$ cat src/rtl/hazard_ctrl.sv
// Pipeline hazard controller for the 5-stage MIPS core.
// Covers the hazards the EX forwarding unit cannot resolve: load-use stalls,
// taken-branch flushes and multi-cycle mult/div freezes (with a timeout).
// Control outputs are combinational from state + inputs; state and the
// saturating statistics counters are registered.
module hazard_ctrl #(
    parameter int unsigned CNT_W      = 16,
    parameter int unsigned MD_TIMEOUT = 64,
    parameter int unsigned TO_W       = 7
) (
    input  logic             clk_i,
    input  logic             rst_i,
    input  logic [4:0]       IF_ID_rs,
    input  logic [4:0]       IF_ID_rt,
    input  logic [4:0]       ID_EX_rt,
    input  logic             ID_EX_memread,
    input  logic             EX_branch_tkn,
    input  logic             md_start,
    input  logic             md_done,
    output logic             pc_write,
    output logic             IF_ID_write,
    output logic             IF_ID_flush,
    output logic             ID_EX_bubble,
    output logic             EX_hold,
    output logic             EX_MEM_bubble,
    output logic             md_err,
    output logic [CNT_W-1:0] stall_cnt,
    output logic [CNT_W-1:0] flush_cnt
);

    localparam logic S_RUN     = 1'b0;
    localparam logic S_MD_WAIT = 1'b1;

    localparam logic [TO_W-1:0] TO_LAST = TO_W'(MD_TIMEOUT - 1);

    logic             r_state;
    logic             w_state_nxt;
    logic [TO_W-1:0]  r_to_cnt;
    logic [TO_W-1:0]  w_to_cnt_nxt;
    logic [CNT_W-1:0] r_stall_cnt;
    logic [CNT_W-1:0] r_flush_cnt;
    logic             w_load_use;
    logic             w_flush_evt;

    // r0 is never a real load destination, so it cannot create a dependency.
    assign w_load_use = ID_EX_memread && (ID_EX_rt != 5'd0) &&
                        ((ID_EX_rt == IF_ID_rs) || (ID_EX_rt == IF_ID_rt));

    // Decode hazard responses and next state from current state and inputs.
    always_comb begin
        pc_write      = 1'b1;
        IF_ID_write   = 1'b1;
        IF_ID_flush   = 1'b0;
        ID_EX_bubble  = 1'b0;
        EX_hold       = 1'b0;
        EX_MEM_bubble = 1'b0;
        md_err        = 1'b0;
        w_flush_evt   = 1'b0;
        w_state_nxt   = r_state;
        w_to_cnt_nxt  = r_to_cnt;

        if (rst_i) begin
            pc_write    = 1'b0;
            IF_ID_write = 1'b0;
            w_state_nxt = S_RUN;
        end else begin
            case (r_state)
                S_RUN: begin
                    if (EX_branch_tkn) begin
                        // Branch wins: the wrong-path mult/div or load-use is squashed.
                        IF_ID_flush  = 1'b1;
                        ID_EX_bubble = 1'b1;
                        w_flush_evt  = 1'b1;
                    end else if (md_start && !md_done) begin
                        pc_write      = 1'b0;
                        IF_ID_write   = 1'b0;
                        EX_hold       = 1'b1;
                        EX_MEM_bubble = 1'b1;
                        w_state_nxt   = S_MD_WAIT;
                        w_to_cnt_nxt  = '0;
                    end else if (w_load_use) begin
                        pc_write     = 1'b0;
                        IF_ID_write  = 1'b0;
                        ID_EX_bubble = 1'b1;
                    end
                end
                default: begin
                    if (md_done) begin
                        w_state_nxt = S_RUN;
                    end else if (r_to_cnt == TO_LAST) begin
                        // Unit never answered: flag it and release the pipeline anyway.
                        md_err      = 1'b1;
                        w_state_nxt = S_RUN;
                    end else begin
                        pc_write      = 1'b0;
                        IF_ID_write   = 1'b0;
                        EX_hold       = 1'b1;
                        EX_MEM_bubble = 1'b1;
                        w_to_cnt_nxt  = r_to_cnt + TO_W'(1);
                    end
                end
            endcase
        end
    end

    // State and timeout counter registers.
    always_ff @(posedge clk_i or posedge rst_i) begin
        if (rst_i) begin
            r_state  <= S_RUN;
            r_to_cnt <= '0;
        end else begin
            r_state  <= w_state_nxt;
            r_to_cnt <= w_to_cnt_nxt;
        end
    end

    // Saturating stall and flush statistics.
    always_ff @(posedge clk_i or posedge rst_i) begin
        if (rst_i) begin
            r_stall_cnt <= '0;
            r_flush_cnt <= '0;
        end else begin
            if (!pc_write && (r_stall_cnt != '1)) begin
                r_stall_cnt <= r_stall_cnt + CNT_W'(1);
            end
            if (w_flush_evt && (r_flush_cnt != '1)) begin
                r_flush_cnt <= r_flush_cnt + CNT_W'(1);
            end
        end
    end

    assign stall_cnt = r_stall_cnt;
    assign flush_cnt = r_flush_cnt;

endmodule

$ cat config.mk
export PLATFORM = sky130hd
export DESIGN_NAME = hazard_ctrl
export DESIGN_NICKNAME = d
export VERILOG_FILES = /design/src/rtl/hazard_ctrl.sv
export SDC_FILE = /design/constraint.sdc
export NUM_CORES = 1
export LEC_CHECK = 0
export CAP_MARGIN = 0
export CORE_ASPECT_RATIO = 2
export CORE_MARGIN = 1.5
export CORE_UTILIZATION = 43
export CTS_CLUSTER_DIAMETER = 40
export CTS_CLUSTER_SIZE = 20
export DETAILED_ROUTE_END_ITERATION = 10
export PLACE_DENSITY = 0.76
export RECOVER_POWER = 50
export REMOVE_ABC_BUFFERS = 1
export SYNTH_ARGS = -nofsm -noshare
export SYNTH_HDL_FRONTEND = slang
export SYNTH_SLANG_ARGS = --single-unit
$ cat constraint.sdc
create_clock -name clk_i -period 2.35 [get_ports clk_i]
set_input_delay 0.3525 -clock clk_i [delete_from_list [all_inputs] [get_ports clk_i]]
set_output_delay 0.3525 -clock clk_i [all_outputs]
set_load 0.01 [all_outputs]
==> flow_summary.yaml <==
clocking:
  holdBufCountCts: 0
  cts_made_buffers: 5
  cts_tree: "built"
  clk_pin_slew_ns: 0.09
  post_cts_buffers: 0
  clock-sinks: 40
  clock_path_buffers: 2
  clk-insertion-delay-late_ns: 0.29
  cts_htree_levels: 2
  cts.root.buffer_cell: "clkbuf_8"
cells_and_area:
  seqCellArea_um2: 1000
  fillers: 410
  layout.cells.non_filler: 341
  synthToLayoutAreaGrowth_pct: 40.9
  drive_above_1_share_pct: 11.5
  multi_input_area_um2: 1030
  nets: 309
  diodes: 0
setup_path:
  cp-end-kind: "output pin"
  r2r_setup_slack_ns: 0.29
  crit_family: "buffers and inverters"
  worstPathRequired_ns: 2.00
  timing.rr.end: "stall_cnt[1]"
  critical-path-max-stage-delay_ns: 0.52
  cp.arrival_ns: 1.94
  path_class: "in2out"
  r2r-start: "r_to_cnt[0]"
  worst-path-buf-inv: 3
  r2r_cells: 8
  cp_slowest_cell: "or4_1"
  cp_max_fo: 2
  setup.worst_path.start_class: "input pin"
  path_cells: "clkdlybuf4s50_1, or4_1, o21a_1, a41o_2, inv_1, buf_2"
die:
  die_area_um2: 5290
  io_pins: 60
  rows: 35
  start_util_pct: 44.8
  core_area_um2: 4640
  die_width_um: 52.2
  die_h_um: 101
worst_hold_path:
  whs_endpoint: "flush_cnt[15]"
  min_from: "flush_cnt[15]"
  hold_depth: 1
  hp-class: "reg2reg"
global_route:
  grt_pass1_vias: 1837
  grt_max_degree: 32
  grt_use_total_pct: 20.3
  antenna_found_initial: 0
  grt_overflow_total: 0
  grt_pass1_wl_um: 8020
placed_design:
  routabilityCongestion: 0.811
  port_buffers: 59
  dp.final_hpwl_um: 3840
  dp.cells: 333
route:
  firstDrtPassIters: 4
  drc: 0
  vias: 1788
  vias_per_cell: 5.24
  drt_iter0_drc: 25
  wirelength_um: 4920
  routedWlPerCell_um: 14.4
  drtAntennaViolNets: 0
power_and_ir_drop:
  ir_drop_mv: 0.625
  power_density_nw_per_um2: 705
  p_leak_nw: 1.32
synthesis:
  yosys_warnings: 0
  synth_seq_area_share_pct: 48.1
  syn_avg_cell_area_um2: 10.0
  ys_seq_elements: 40
  synthesis.area_um2: 2080
  synthCells: 207
  synth_cell_types: 34
sta:
  fmax_mhz: 436
  finalClockSkew_ns: 0.0115
  slew_violations: 0
  hold_ws_ns: 0.493
  rsz0062_at_grt: "false"
  setup_tns_ns: 0
  final.period_utilization_pct: 97.5
  worstMarginPinSlew_ns: 0.751
  slew_headroom_pct: 49.9
  setup_viol: 0
  hold_viol_final: 0
  period_minus_slack_ns: 2.29
run_status:
  status: "finished, final reports clean"
job:
  cap_violations: 0
[Yosys cell counts]
cell	count	area, um2
a21oi_1	1	5.00
a31oi_1	1	6.26
a41o_2	1	11.3
and3_1	6	37.5
and3_2	1	7.51
and4_1	4	35.0
and4_2	1	10.0
buf_4	2	15.0
buf_6	1	11.3
clkbuf_1	1	3.75
dfrtp_1	40	1000
ha_1	3	37.5
inv_1	9	33.8
mux2_2	1	11.3
mux2i_1	1	10.0
nand2_1	19	71.3
nand2b_1	1	6.26
nand3_1	19	95.1
nand3b_1	2	15.0
nand4_1	10	62.6
nand4b_1	1	8.76
nor2_1	18	67.6
nor3_1	5	25.0
nor3b_1	1	7.51
nor4_1	3	18.8
nor4_2	1	12.5
o21a_1	1	7.51
o21ai_0	2	10.0
o22ai_1	2	12.5
o31ai_1	2	15.0
or3_1	1	6.26
or4_1	1	7.51
xnor2_1	34	298
xor2_1	11	96.3
[report_power, final]
part	switching, mW	total [mW]	leakage, nW	internal, mW
registers	0.145	0.944	0.531	0.799
logic	0.231	0.566	0.734	0.335
clock network	0.240	0.554	0.0541	0.314
total	0.616	2.06	1.32	1.45
[layer usage]
layer / GRT usage [%] / wire, um / up-vias
li1: - / - / 868
met1: 19.7 / 1790 / 857
met2: 39.7 / 2750 / 59
met3: 3.69 / 317 / 4
met4: 8.28 / 63 / 0
met5: 0 / 0 / -
[sequential cells by signal, summed over array words and instances (netlist names)]
name / flops
stall_cnt: 16
r_state: 1
flush_cnt: 16
r_to_cnt: 7
[final cells by class]
cell class                      instances  share of cell area [%]
Clock inverter                          3                    1.45
Timing Repair Buffer                   75                    23.4
Sequential cell                        40                    34.2
Clock buffer                            5                    2.35
Tap cell                               55                    2.35
Inverter                                9                    1.15
Multi-Input combinational cell        154                    35.1
[how the worst max path moves through the flow]
| stage | from | endpoint | slack [ns] | cells past startpoint |
|---|---|---|---|---|
| after global routing | r_to_cnt[0] | EX_MEM_bubble | 0.002 | 6 |
| after global placement | ID_EX_rt[1] | IF_ID_write | -0.38 | 6 |
| after detailed placement | ID_EX_rt[1] | IF_ID_write | -0.37 | 6 |
| after CTS | ID_EX_rt[4] | ID_EX_bubble | 0.007 | 8 |
| final | ID_EX_rt[1] | IF_ID_write | 0.06 | 6 |
| after floorplan | rst_i | stall_cnt[1] | 0.03 | 5 |
[through the flow]
stage | setup slack, ns | power [mW] | area (um2) | utilization, %
6_report | 0.0579 | 2.06 | 2930 | 63.1
3_3_place_gp | -0.380 | 1.53 | 2830 | 60.9
3_5_place_dp | -0.367 | 1.55 | 2830 | 60.9
5_1_grt | 0.00234 | 2.18 | 2930 | 63.1
4_1_cts | 0.00709 | 2.11 | 2930 | 63.2
2_1_floorplan | 0.0303 | 1.20 | 2050 | -
[cell usage in the layout (no fill, tap or decap), types with 4 or more instances in the layout]
master           instances
and3_1                   6
and4_1                   4
buf_4                   14
clkbuf_8                 5
clkdlybuf4s50_1         36
dfrtp_1                 40
dlygate4sd3_1           17
inv_1                    9
nand2_1                 19
nand3_1                 19
nand4_1                 10
nor2_1                  18
nor3_1                   5
xnor2_1                 33
xor2_1                  11
[logic make-up after synthesis]
kind of cell,after synthesis,share of synthesized area (%)
xor+xnor,45,19.0
buf+inv,13,3.07
mux,2,1.02
simple gates,94,23.8
flops,40,48.1
compound gates,10,3.25
fa+ha+maj,3,1.81
[timing repair]
item                       4_1_cts  5_1_grt
resized for setup               13        4
gates cloned                     0        0
pin swaps                        1        1
hold endpoints to repair         0        0
setup endpoints to repair        6        1
Power figures use the tool's default switching activity.
==> RTL edit: new RTL, same flow settings <==
Change the parameter `TO_W` from 7 to 9.
--- a/src/rtl/hazard_ctrl.sv
+++ b/src/rtl/hazard_ctrl.sv
@@ -7,5 +7,5 @@
     parameter int unsigned CNT_W      = 16,
     parameter int unsigned MD_TIMEOUT = 64,
-    parameter int unsigned TO_W       = 7
+    parameter int unsigned TO_W       = 9
 ) (
     input  logic             clk_i,
Function: same outputs for any inputs over 10 cycles, from zero or initial values and one cycle with rst_i high; that may be too few to reach the edited logic, so the function may still have changed.
==> RTL edit against the original RTL <==
Power up 4.9%. Final area rose by 9.5%. Routed wire length up 6.7%. Setup slack improved by 0.059 ns. Cell count grew 7.9%. Synthesized area increased by 10%. Maximum frequency is 2.7% higher. Non-clock buffer count is 11 higher. Sequential cell count up 2. Largest cell class unchanged. Largest power group unchanged. Highest routed layer unchanged.
==> RTL edit: results (changes against the original RTL) <==
stage,metric,value,unit,change
outcome,outcome,"finished, final reports clean",,
clock_tree,Worst-path clk slew,0.08,ns,
min_path,hold-critical path depth,1,,unchanged
worst_setup_path,reg2reg start,r_to_cnt[1]$_DFFE_PP0P_,,
min_path,Hold Crit Endpoint,stall_cnt[6]$_DFFE_PP0P_,,
min_path,Hold Path Class,flop to flop,,
timing,slew margin rel.,33.86,%,-16 points
pwr,Static Leakage,1.439,nW,+9.1%
place,Cell Count Post-Placement,358,,+7.5%
final_layout,fin nets,333,,+7.8%
worst_setup_path,Worst R2R Setup Slack,0.20,ns,-0.09 ns
timing,Clock Skews,0.006074,ns,-0.005470 ns
yosys,dominant cells by area after synthesis,"dfrtp_1 46%, xnor2_1 13%, nand3_1 3.5%",,
place,gp weighted congestion,0.8492,,+4.7%
detailed_routing,detailed-router iteration count before antenna repair,4,,unchanged
yosys,Syn Inst Count,222,,+7.2%
worst_setup_path,FF-to-FF End,stall_cnt[1]$_DFFE_PP0P_,,
final_layout,layout cells sized above 1,17.74,%,+6.2 points
min_path,Hold Startpoint,stall_cnt[6]$_DFFE_PP0P_,,
clock_tree,CTS buffer count,5,,unchanged
global_route,Total GRT Usage,20.14,%,-0.18 points
detailed_routing,Residual DRC,0,,unchanged
clock_tree,clock buffer depth,2,,unchanged
final_layout,non-filler cells in the finished layout,368,,+7.9%
worst_setup_path,crit-path max cell delay,0.38,ns,-0.14 ns
detailed_routing,detail-routed via count per cell,5.313,,+1.3%
yosys,YS warnings,0,,unchanged
global_route,vias in the first global route,1923,,+4.7%
timing,Final Hold Fails,0,,unchanged
clock_tree,clock latency on the worst-skew pair,0.29,ns,about the same
clock_tree,root buffer cell,clkbuf_8,,
global_route,first-pass GRT wire length,8638,µm,+7.7%
global_route,initial antenna violation count,0,,unchanged
global_route,largest net degree at the start of global routing,43,,+34%
worst_setup_path,worst-path fanout max,3,,+1
yosys,ys async rst share,100.0,%,unchanged
detailed_routing,final wirelength,5243,µm,+6.7%
final_layout,fillers,430,,+4.9%
detailed_routing,initial drt markers,31,,+24%
final_layout,ANT cells,0,,unchanged
place,I/O Buffers,59,,unchanged
yosys,sequential share of the synthesized area,45.90,%,-2.2 points
timing,Fin Hold WS,0.4968,ns,+0.003421 ns
yosys,Post-synth top cells,"42 x dfrtp_1, 35 x xnor2_1, 21 x nor2_1",,
yosys,Unique masters post-synth,49,,+44%
place,DP HPWL,4020,µm,+4.8%
pwr,Net Sw Frac,29.47,%,-0.36 points
worst_setup_path,reg2reg path depth,8,,unchanged
worst_setup_path,CP max-delay cell,a221o_1,,
worst_setup_path,Crit path max-delay family,compound AO/OA/AOI/OAI gates,,
clock_tree,htree depth,2,,unchanged
pwr,Max VDD drop,0.5899,mV,-5.6%
## RTL edit: changes by cell type after synthesis, moves of 3 or more
| cell | delta |
|---|---|
| and3_1 | +5 |
| inv_1 | -3 |
| nand2_1 | -5 |
| nand3_1 | -3 |
| nand3_2 | +6 |
| nor2_1 | +3 |
## RTL edit: layer usage
| metal | wire length (µm) | global-route usage [%] | up-vias |
|---|---|---|---|
| met5 | 0 | 0 | - |
| met4 | 76 | 6.429 | 0 |
| met3 | 303 | 3.371 | 6 |
| met2 | 3050 | 37.33 | 54 |
| met1 | 1812 | 21.27 | 945 |
| li1 | - | - | 950 |
## RTL edit: through the flow
stage                     area, µm²  TNS, ns  setup slack [ns]  power (W)
after floorplan                2235        0            0.2149   0.001269
after global placement         3085   -1.465           -0.3699   0.001628
after detailed placement       3085   -1.562           -0.3814   0.001641
after CTS                      3222        0          0.003002   0.002214
after global routing           3208        0           0.02577   0.002305
final                          3208        0            0.1172   0.002165
## RTL edit: worst max-delay path by stage
stage,from,end,slack (ns)
after floorplan,r_to_cnt[0]$_DFFE_PP0P_,stall_cnt[1]$_DFFE_PP0P_,0.21
after global placement,ID_EX_rt[2],pc_write,-0.37
after detailed placement,ID_EX_rt[2],pc_write,-0.38
after CTS,r_to_cnt[0]$_DFFE_PP0P_,pc_write,0.003
after global routing,r_to_cnt[1]$_DFFE_PP0P_,IF_ID_write,0.03
final,r_to_cnt[1]$_DFFE_PP0P_,pc_write,0.12
## RTL edit: cells by family after synthesis
kind of cell	share of synthesized area (%)
flops	45.90
xor+xnor	16.83
fa+ha+maj	1.640
buf+inv	3.551
compound gates	5.792
mux	1.584
simple gates	24.70
## RTL edit: what timing repair did
action,CTS,global route
pin swaps,3,1
setup endpoints to repair,6,4
gates resized for setup,17,8
setup buffers,1,1
## RTL edit: power groups by stage
stage	combinational (W)	clock [W]	sequential, W
after global placement	0.000633	0	0.000995
after global routing	0.000694	0.000612	0.000998
after floorplan	0.000248	0	0.00102
final	0.000629	0.000559	0.000977
after CTS	0.000655	0.000577	0.000982
after detailed placement	0.000650	0	0.000991
## RTL edit: area by class of cell
| class | instances | area share [%] |
|---|---|---|
| multi-input cells | 167 | 37.01 |
| well taps | 58 | 2.262 |
| flip-flops and latches | 42 | 32.76 |
| clock buffers | 6 | 2.262 |
| clock inverters | 2 | 1.170 |
| repair buffers | 86 | 23.71 |
| inverters | 7 | 0.8190 |
